File: src/rtl/regb_fifo_lvl_pkg.sv
// rtl/regb_fifo_lvl_pkg.sv - shared constants and helpers for the register FIFO family
package regb_fifo_defs;

   localparam int FWFT_MODE = 1;
   localparam int REG_MODE  = 0;

   // Ceiling log2 usable in parameter and port-width expressions.
   function automatic int clog2(input int v);
      int r;
      int x;
      r = 0;
      x = v - 1;
      while (x > 0) begin
         r = r + 1;
         x = x >> 1;
      end
      return r;
   endfunction

endpackage

File: src/rtl/regb_fifo_lvl_flags.sv
// rtl/regb_fifo_lvl_flags.sv - fill-level comparators shared by FIFO variants
module regb_fifo_flags
   import regb_fifo_defs::*;
#(
   parameter int N     = 5,
   parameter int AF_TH = 4,
   parameter int AE_TH = 1,
   parameter int CW    = clog2(N + 1)
) (
   input  logic [CW-1:0] count,
   output logic          full,
   output logic          empty,
   output logic          almost_full,
   output logic          almost_empty
);

   assign full         = (count == CW'(N));
   assign empty        = (count == '0);
   assign almost_full  = (count >= CW'(AF_TH));
   assign almost_empty = (count <= CW'(AE_TH));

endmodule

File: src/rtl/regb_fifo_lvl.sv
// rtl/regb_fifo_lvl.sv - register-array FIFO with fill level, threshold flags and sticky errors
module regb_fifo_lvl
   import regb_fifo_defs::*;
#(
   parameter int WIDTH = 8,
   parameter int N     = 5,
   parameter int AF_TH = 4,
   parameter int AE_TH = 1,
   parameter int FWFT  = FWFT_MODE
) (
   input  logic                     clk,
   input  logic                     res,
   input  logic                     shift_in,
   input  logic [WIDTH-1:0]         wdata,
   input  logic                     shift_out,
   output logic [WIDTH-1:0]         rdata,
   output logic                     rvalid,
   output logic                     full,
   output logic                     empty,
   output logic                     almost_full,
   output logic                     almost_empty,
   output logic [clog2(N+1)-1:0]    count,
   output logic                     overflow,
   output logic                     underflow,
   input  logic                     err_clr
);

   localparam int CW = clog2(N + 1);
   localparam int PW = clog2(N);

   logic [WIDTH-1:0] mem [N];
   logic [PW-1:0]    wptr;
   logic [PW-1:0]    rptr;
   logic             push_ok;
   logic             pop_ok;
   logic             ovf_evt;
   logic             unf_evt;

   // Depth need not be a power of two, so wrap on an explicit compare.
   function automatic logic [PW-1:0] ptr_inc(input logic [PW-1:0] p);
      return (p == PW'(N - 1)) ? '0 : p + 1'b1;
   endfunction

   assign push_ok = shift_in & (~full | shift_out);
   assign pop_ok  = shift_out & ~empty;
   assign ovf_evt = shift_in & full & ~shift_out;
   assign unf_evt = shift_out & empty;

   always_ff @(posedge clk) begin
      if (res) begin
         wptr      <= '0;
         rptr      <= '0;
         count     <= '0;
         overflow  <= 1'b0;
         underflow <= 1'b0;
      end else begin
         if (push_ok) wptr <= ptr_inc(wptr);
         if (pop_ok)  rptr <= ptr_inc(rptr);
         if (push_ok && !pop_ok)
            count <= count + 1'b1;
         else if (!push_ok && pop_ok)
            count <= count - 1'b1;
         // A new error in the clear cycle stays flagged.
         if (ovf_evt)      overflow <= 1'b1;
         else if (err_clr) overflow <= 1'b0;
         if (unf_evt)      underflow <= 1'b1;
         else if (err_clr) underflow <= 1'b0;
      end
   end

   always_ff @(posedge clk) begin
      if (!res && push_ok) mem[wptr] <= wdata;
   end

   regb_fifo_flags #(
      .N     (N),
      .AF_TH (AF_TH),
      .AE_TH (AE_TH),
      .CW    (CW)
   ) u_flags (
      .count        (count),
      .full         (full),
      .empty        (empty),
      .almost_full  (almost_full),
      .almost_empty (almost_empty)
   );

   generate
      if (FWFT == FWFT_MODE) begin : g_fwft
         always_comb begin
            rdata  = empty ? '0 : mem[rptr];
            rvalid = ~empty;
         end
      end else begin : g_reg
         always_ff @(posedge clk) begin
            if (res) begin
               rdata  <= '0;
               rvalid <= 1'b0;
            end else begin
               rvalid <= pop_ok;
               if (pop_ok) rdata <= mem[rptr];
            end
         end
      end
   endgenerate

endmodule

File: config.mk
export PLATFORM = sky130hd
export DESIGN_NAME = regb_fifo_lvl
export DESIGN_NICKNAME = d
export VERILOG_FILES = /design/src/rtl/regb_fifo_lvl_pkg.sv /design/src/rtl/regb_fifo_lvl_flags.sv /design/src/rtl/regb_fifo_lvl.sv
export SDC_FILE = /design/constraint.sdc
export NUM_CORES = 1
export LEC_CHECK = 0
export CORE_UTILIZATION = 55
export CTS_BUF_LIST = sky130_fd_sc_hd__clkbuf_2 sky130_fd_sc_hd__clkbuf_4 sky130_fd_sc_hd__clkbuf_8
export CTS_CLUSTER_SIZE = 20
export DETAILED_ROUTE_END_ITERATION = 10
export GPL_TIMING_DRIVEN = 0
export PLACE_DENSITY = 0.8
export SLEW_MARGIN = 20
export SYNTH_ARGS = -nofsm -noshare
export SYNTH_HDL_FRONTEND = slang
export SYNTH_SLANG_ARGS = --single-unit
File: constraint.sdc
create_clock -name clk -period 2.55 [get_ports clk]
set_input_delay 0.765 -clock clk [delete_from_list [all_inputs] [get_ports clk]]
set_output_delay 0.765 -clock clk [all_outputs]
set_load 0.02 [all_outputs]
### Word-level counts from Yosys, hierarchy flattened

Memories as Yosys holds them, arrays and structs flattened. A register that Yosys moved wholly into a read port is not among the register bits.
Cells that the tools add are included.

| word-level totals | value |
|---|---|
| memory bits (writable) | 40 |
| logic and storage cells | 46 |
| input bits | 13 |
| output and inout port bits | 18 |
| ROM bits | 0 |
| bits in latches | 0 |
| memories | 1 |
| bits in registers | 11 |

| operators by class | value |
|---|---|
| bitwise gates (word level) | 9 |
| multiplexer cells | 12 |
| equality and inequality tests | 3 |
| $lt $le $gt $ge | 2 |
| divide/modulo/power cells | 0 |
| shift-type cells | 0 |
| multipliers | 0 |
| reductions and logical operators | 10 |
| add/subtract/negate cells | 4 |

Memories:

| name | depth | width | read ports | clocked after Yosys merged registers in | wr ports | line | RTL |
|---|---|---|---|---|---|---|---|
| mem | 5 | 8 | 1 | 1 | 1 | regb_fifo_lvl.sv:31 | `logic [WIDTH-1:0] mem [N];` |

Operators with widths:

| operator | number |
|---|---|
| $mux 3 | 6 |
| $add 3x1->3 const B | 3 |
| $eq 3x3->1 const B | 3 |
| $mux 8 | 1 |
| $reduce_bool 2->1 | 3 |
| $and 1x1->1 | 5 |
| $mux 1 | 5 |
| $ge 3x3->1 const B | 1 |
| $le 3x1->1 const B | 1 |
| $logic_and 1x1->1 | 3 |
| $logic_not 1->1 | 3 |
| $logic_not 3->1 | 1 |
| $not 1->1 | 3 |
| $sub 3x1->3 const B | 1 |
| $or 1x1->1 | 1 |

### Depth between registers and ports, before layout

| depth | value |
|---|---|
| depth after elaboration | 8 |
| mapped depth | 10 |
| mapped depth without buffers | 9 |

### Modules after synthesis

From an unflattened synthesis, not the netlist that was laid out.

| second synthesis, totals | value |
|---|---|
| cell total of the unflattened synthesis | 157 |
| area, all modules | 2,188.3 um2 |

Modules (own cells, without submodules):

| module | area an instance (um2) | cells each | seq. area each (um2) | times used |
|---|---|---|---|---|
| regb_fifo_lvl | 2,167.1 | 153 | 1,481.4 | 1 |
| regb_fifo_flags | 21.3 | 4 | 0.0 | 1 |

### Worst setup path before layout

No wires, ideal clock.

| path | value |
|---|---|
| kind | reg2out |
| start point | reg count[0] |
| end point | out rdata[0] |
| cell stages (with the launch flop) | 9 |
| data required time | 1.785 ns |
| path slack | 0.011 ns |
| path buffers | 2 |
| data arrival time | 1.774 ns |
| path through | dfxtp_1 inv_1 ha_1 nand2b_1 buf_6 inv_4 or3_1 buf_6 o221ai_2 |

| on the way | value |
|---|---|
| word-level cells in the longest chain between the ends | 2 |

RTL lines:

| what | line | RTL |
|---|---|---|
| start: declaration | regb_fifo_lvl.sv:22 | `output logic [clog2(N+1)-1:0] count,` |
| start signal: assignment | regb_fifo_lvl.sv:60 | `count <= count + 1'b1;` |
| start signal: assignment | regb_fifo_lvl.sv:62 | `count <= count - 1'b1;` |
| $logic_not 3->1 | regb_fifo_lvl_flags.sv:18 | `assign empty = (count == '0);` |
| named net empty | regb_fifo_lvl.sv:19 | `output logic empty,` |
| $mux 8 | regb_fifo_lvl.sv:91 | `rdata = empty ? '0 : mem[rptr];` |
| end: declaration | regb_fifo_lvl.sv:16 | `output logic [WIDTH-1:0] rdata,` |

The timed path passes the listed nets, and every way through them passes these cells.

### Final worst setup path

| path | value |
|---|---|
| start point | reg count[0] |
| end point | out rdata[0] |

| on the way | value |
|---|---|
| word-level cells in the longest chain between the ends | 2 |

RTL lines:

| what | line |
|---|---|
| $logic_not 3->1 | regb_fifo_lvl_flags.sv:18 |
| $mux 8 | regb_fifo_lvl.sv:91 |

No other way between the ends.

==> impl_metrics.toml <==
[worst_setup_path]
timing.rr.end = "mem[1][2]$_DFFE_PP_"
start_kind = "flip-flop"
crit_required_ps = 1790
r2r_setup_slack_ps = 490
r2r_start = "count[1]$_SDFFE_PP0P_"
reg2reg_depth = 7
cpLargestDelayFamily = "simple AND/OR/NAND/NOR gates"
critPathKind = "reg2out"
cp_cell_sequence = "inv_4 > ha_4 > nand2b_4 > inv_4 > or3_4 > o221ai_2 > buf_4"
arrival_ps = 1740
critical_path.endpoint_type = "output pin"
slowest_delay_ps = 420
path_buf_inv = 3
cp_common_cell = "inv_4"
crit_fanout = 8
crit_slowest_cell = "or3_4"
startpoint = "count[0]$_SDFFE_PP0P_"

[floorplanning]
start_util = 0.573
fp.coreArea_sq_um = 4030
die_w_microns = 66.8
num_rows = 23
io_pins = 31
die_h_microns = 66.8
die-area_sq_um = 4460

[sta]
tightest_slew_ps = 470
max_freq_mhz = 399
post-route-period-util = 0.983
clock_skew_ps = 9.77
drv_slew = 0
setup_viol = 0
hold_violations = 0
timing.setup.tns_ps = 0
max_slew_margin = 0.687
min_period_ps = 2510
rsz0062_at_grt = "yes"

[global_routing]
antenna_found_initial = 0
grt_pass1_wl_mm = 7.62
grt_pass1_vias = 1504
gr-total-overflow = 0
grt_max_degree = 17
grt_usage = 0.238

[cts]
cts.sinks = 54
insertion_delay_ps = 300
cts_tree = "yes"
cts.clk_slew.worst_paths_ps = 100
htree_levels = 2
clockBufferDepth = 2
root_buffer = "clkbuf_8"
cts_made_buffers = 5

[synthesis]
ys_seq_area_frac = 0.642
synth_cell_types = 31
synthMuxAreaShare = 0.0780
synthSimpleGateAreaFrac = 0.0965
synth_top_family_by_area = "simple AND/OR/NAND/NOR gates"
synth_compound_area_frac = 0.0911
synth_xor_xnor_area_share = 0.00759
ys_ff_latch = 54
synthAdderAreaFrac = 0.0488
synth-warning-count = 0
avgSynthCellArea_sq_um = 14.1
synthCells = 164
syn_nets = 186
synthesis.area_sq_um = 2310

[finish]
multi_input_area_sq_um = 811
seqCellArea_sq_um = 1490
nets = 235
layout-drive-gt1-share = 0.262
antenna_cells = 0
area_delta_synth_final_pct = 27.5
fill_cells = 277

[route]
drt-initial-drc-count = 148
drc = 0
drt-total-wl_mm = 4.91
drt-vias-per-instance = 5.72
vias = 1511
first_pass_iters = 4
ant_nets = 0
avgRoutedWirePerCell_microns = 18.6

[flow_run]
maxCapViolations = 0

[placement]
port_buffers = 30
hpwl_mm = 3.26
place_congestion = 0.726

[min_path]
min_path_cells = 2
hold-path-endpoint = "rptr[2]$_SDFFE_PP0P_"
min_from = "rptr[2]$_SDFFE_PP0P_"
hold_path_class = "reg2reg"

[outcome]
status = "finished, final reports clean"

[power_and_ir_drop]
irDropWorstVdd_v = 0.000639
total_power_mw = 2.95
power.density_nw_per_um2 = 1000
cellLeakagePower_nw = 1.03
placed cells by master (no fill, tap or decap), drive strengths merged, types with 3 or more instances in the layout:
cell type,synthesis,final
nand2,3,3
edfxtp,40,40
dfxtp,14,14
nor2,7,7
clkdlybuf4s50,0,20
ha,9,9
nand3,11,11
o221ai,8,8
clkbuf,3,10
a21oi,9,9
inv,9,9
buf,5,25
o21ai,6,6
mux2i,18,18
cell type report:
| cell class | instances | share of cell area |
|---|---|---|
| flip-flops and latches | 54 | 0.505 |
| multi-input cells | 93 | 0.275 |
| repair buffers | 44 | 0.132 |
| clock buffers | 7 | 0.0306 |
| well taps | 50 | 0.0212 |
| inverters | 9 | 0.0132 |
| plain buffers | 6 | 0.0119 |
| clock inverters | 1 | 0.0102 |
where the power goes:
part	total (mW)	leakage (nW)	switching, mW	internal [mW]
clock	0.605	0.0619	0.273	0.331
sequential	1.07	0.478	0.0515	1.01
combinational	1.28	0.492	0.684	0.591
total	2.95	1.03	1.01	1.94
logic make-up (layout without fill, tap and decap cells):
| kind of cell | Yosys count | after routing |
|---|---|---|
| DFF | 54 | 54 |
| and+or+nand+nor | 39 | 39 |
| adders and majority gates | 9 | 9 |
| xor gates and xnor gates | 2 | 2 |
| AOI/OAI and AO/OA | 25 | 25 |
| muxes | 18 | 18 |
| buffers and inverters | 17 | 67 |
how the worst max path moves through the flow:
stage	slack (ps)	depth (start not counted)	end
6_report	40	7	rdata[0]
4_1_cts	-140	9	rdata[0]
3_5_place_dp	-570	7	rdata[6]
3_3_place_gp	-1170	4	mem[2][1]$_DFFE_PP_
2_1_floorplan	10	8	rdata[0]
5_1_grt	-40	7	rdata[0]
registers in the layout, indices dropped and copies added, names as in the netlist, named ones only:
register,count
mem,40
count,3
rptr,3
wptr,3
overflow,1
underflow,1
metrics by stage:
| stage | hold slack (ps) | util | setup WS, ps | area, sq um | std cells |
|---|---|---|---|---|---|
| after detailed placement | 507 | 0.675 | -566 | 2720 | 248 |
| after CTS | 522 | 0.725 | -135 | 2920 | 265 |
| final | 532 | 0.731 | 44.6 | 2940 | 264 |
| after global placement | 482 | 0.663 | -1170 | 2670 | 244 |
| after floorplan | 466 | - | 11.3 | 2310 | 164 |
| after global routing | 568 | 0.731 | -35.1 | 2940 | 264 |
worst register-to-register path: stages, from the launching register on:
cell	delay (ps)
dfxtp_2	350
inv_2	50
buf_4	130
ha_1	200
nand3b_1	150
nand2_2	130
nor4_2	440
buf_2	310
layer usage:
layer  vias up  share of wire  track usage
li1        717              -            -
met1       749           0.42        0.308
met2        41           0.54        0.404
met3         4          0.040       0.0548
met4         0         0.0057       0.0559
met5         -              0            0
timing repair:
action	4_1_cts	5_1_grt
hold buffers	0	0
resized for setup	53	11
pin swaps	4	5
setup buffers	9	1
endpoints found under the setup margin	23	23
gates cloned	0	0
synth_stat cells:
master / count / share of area
edfxtp_1: 40 / 0.52
mux2i_1: 18 / 0.078
dfxtp_1: 14 / 0.12
nand3_1: 11 / 0.024
a21oi_1: 9 / 0.020
ha_1: 9 / 0.049
inv_1: 8 / 0.013
o221ai_2: 8 / 0.052
nor2_1: 7 / 0.011
o21ai_0: 6 / 0.013
clkbuf_1: 3 / 0.0049
nand2_1: 3 / 0.0049
buf_2: 2 / 0.0043
buf_6: 2 / 0.0098
nand2b_1: 2 / 0.0054
nand3b_1: 2 / 0.0065
nand4b_1: 2 / 0.0076
nor2b_1: 2 / 0.0054
nor4_1: 2 / 0.0054
nor4b_1: 2 / 0.0076
or3_1: 2 / 0.0054
a21o_1: 1 / 0.0033
and2_1: 1 / 0.0027
and3b_1: 1 / 0.0038
and4_1: 1 / 0.0038
buf_1: 1 / 0.0016
inv_4: 1 / 0.0027
nand4_1: 1 / 0.0027
o31ai_1: 1 / 0.0033
xnor2_1: 1 / 0.0038
xor2_1: 1 / 0.0038
Power figures use the tool's default switching activity.
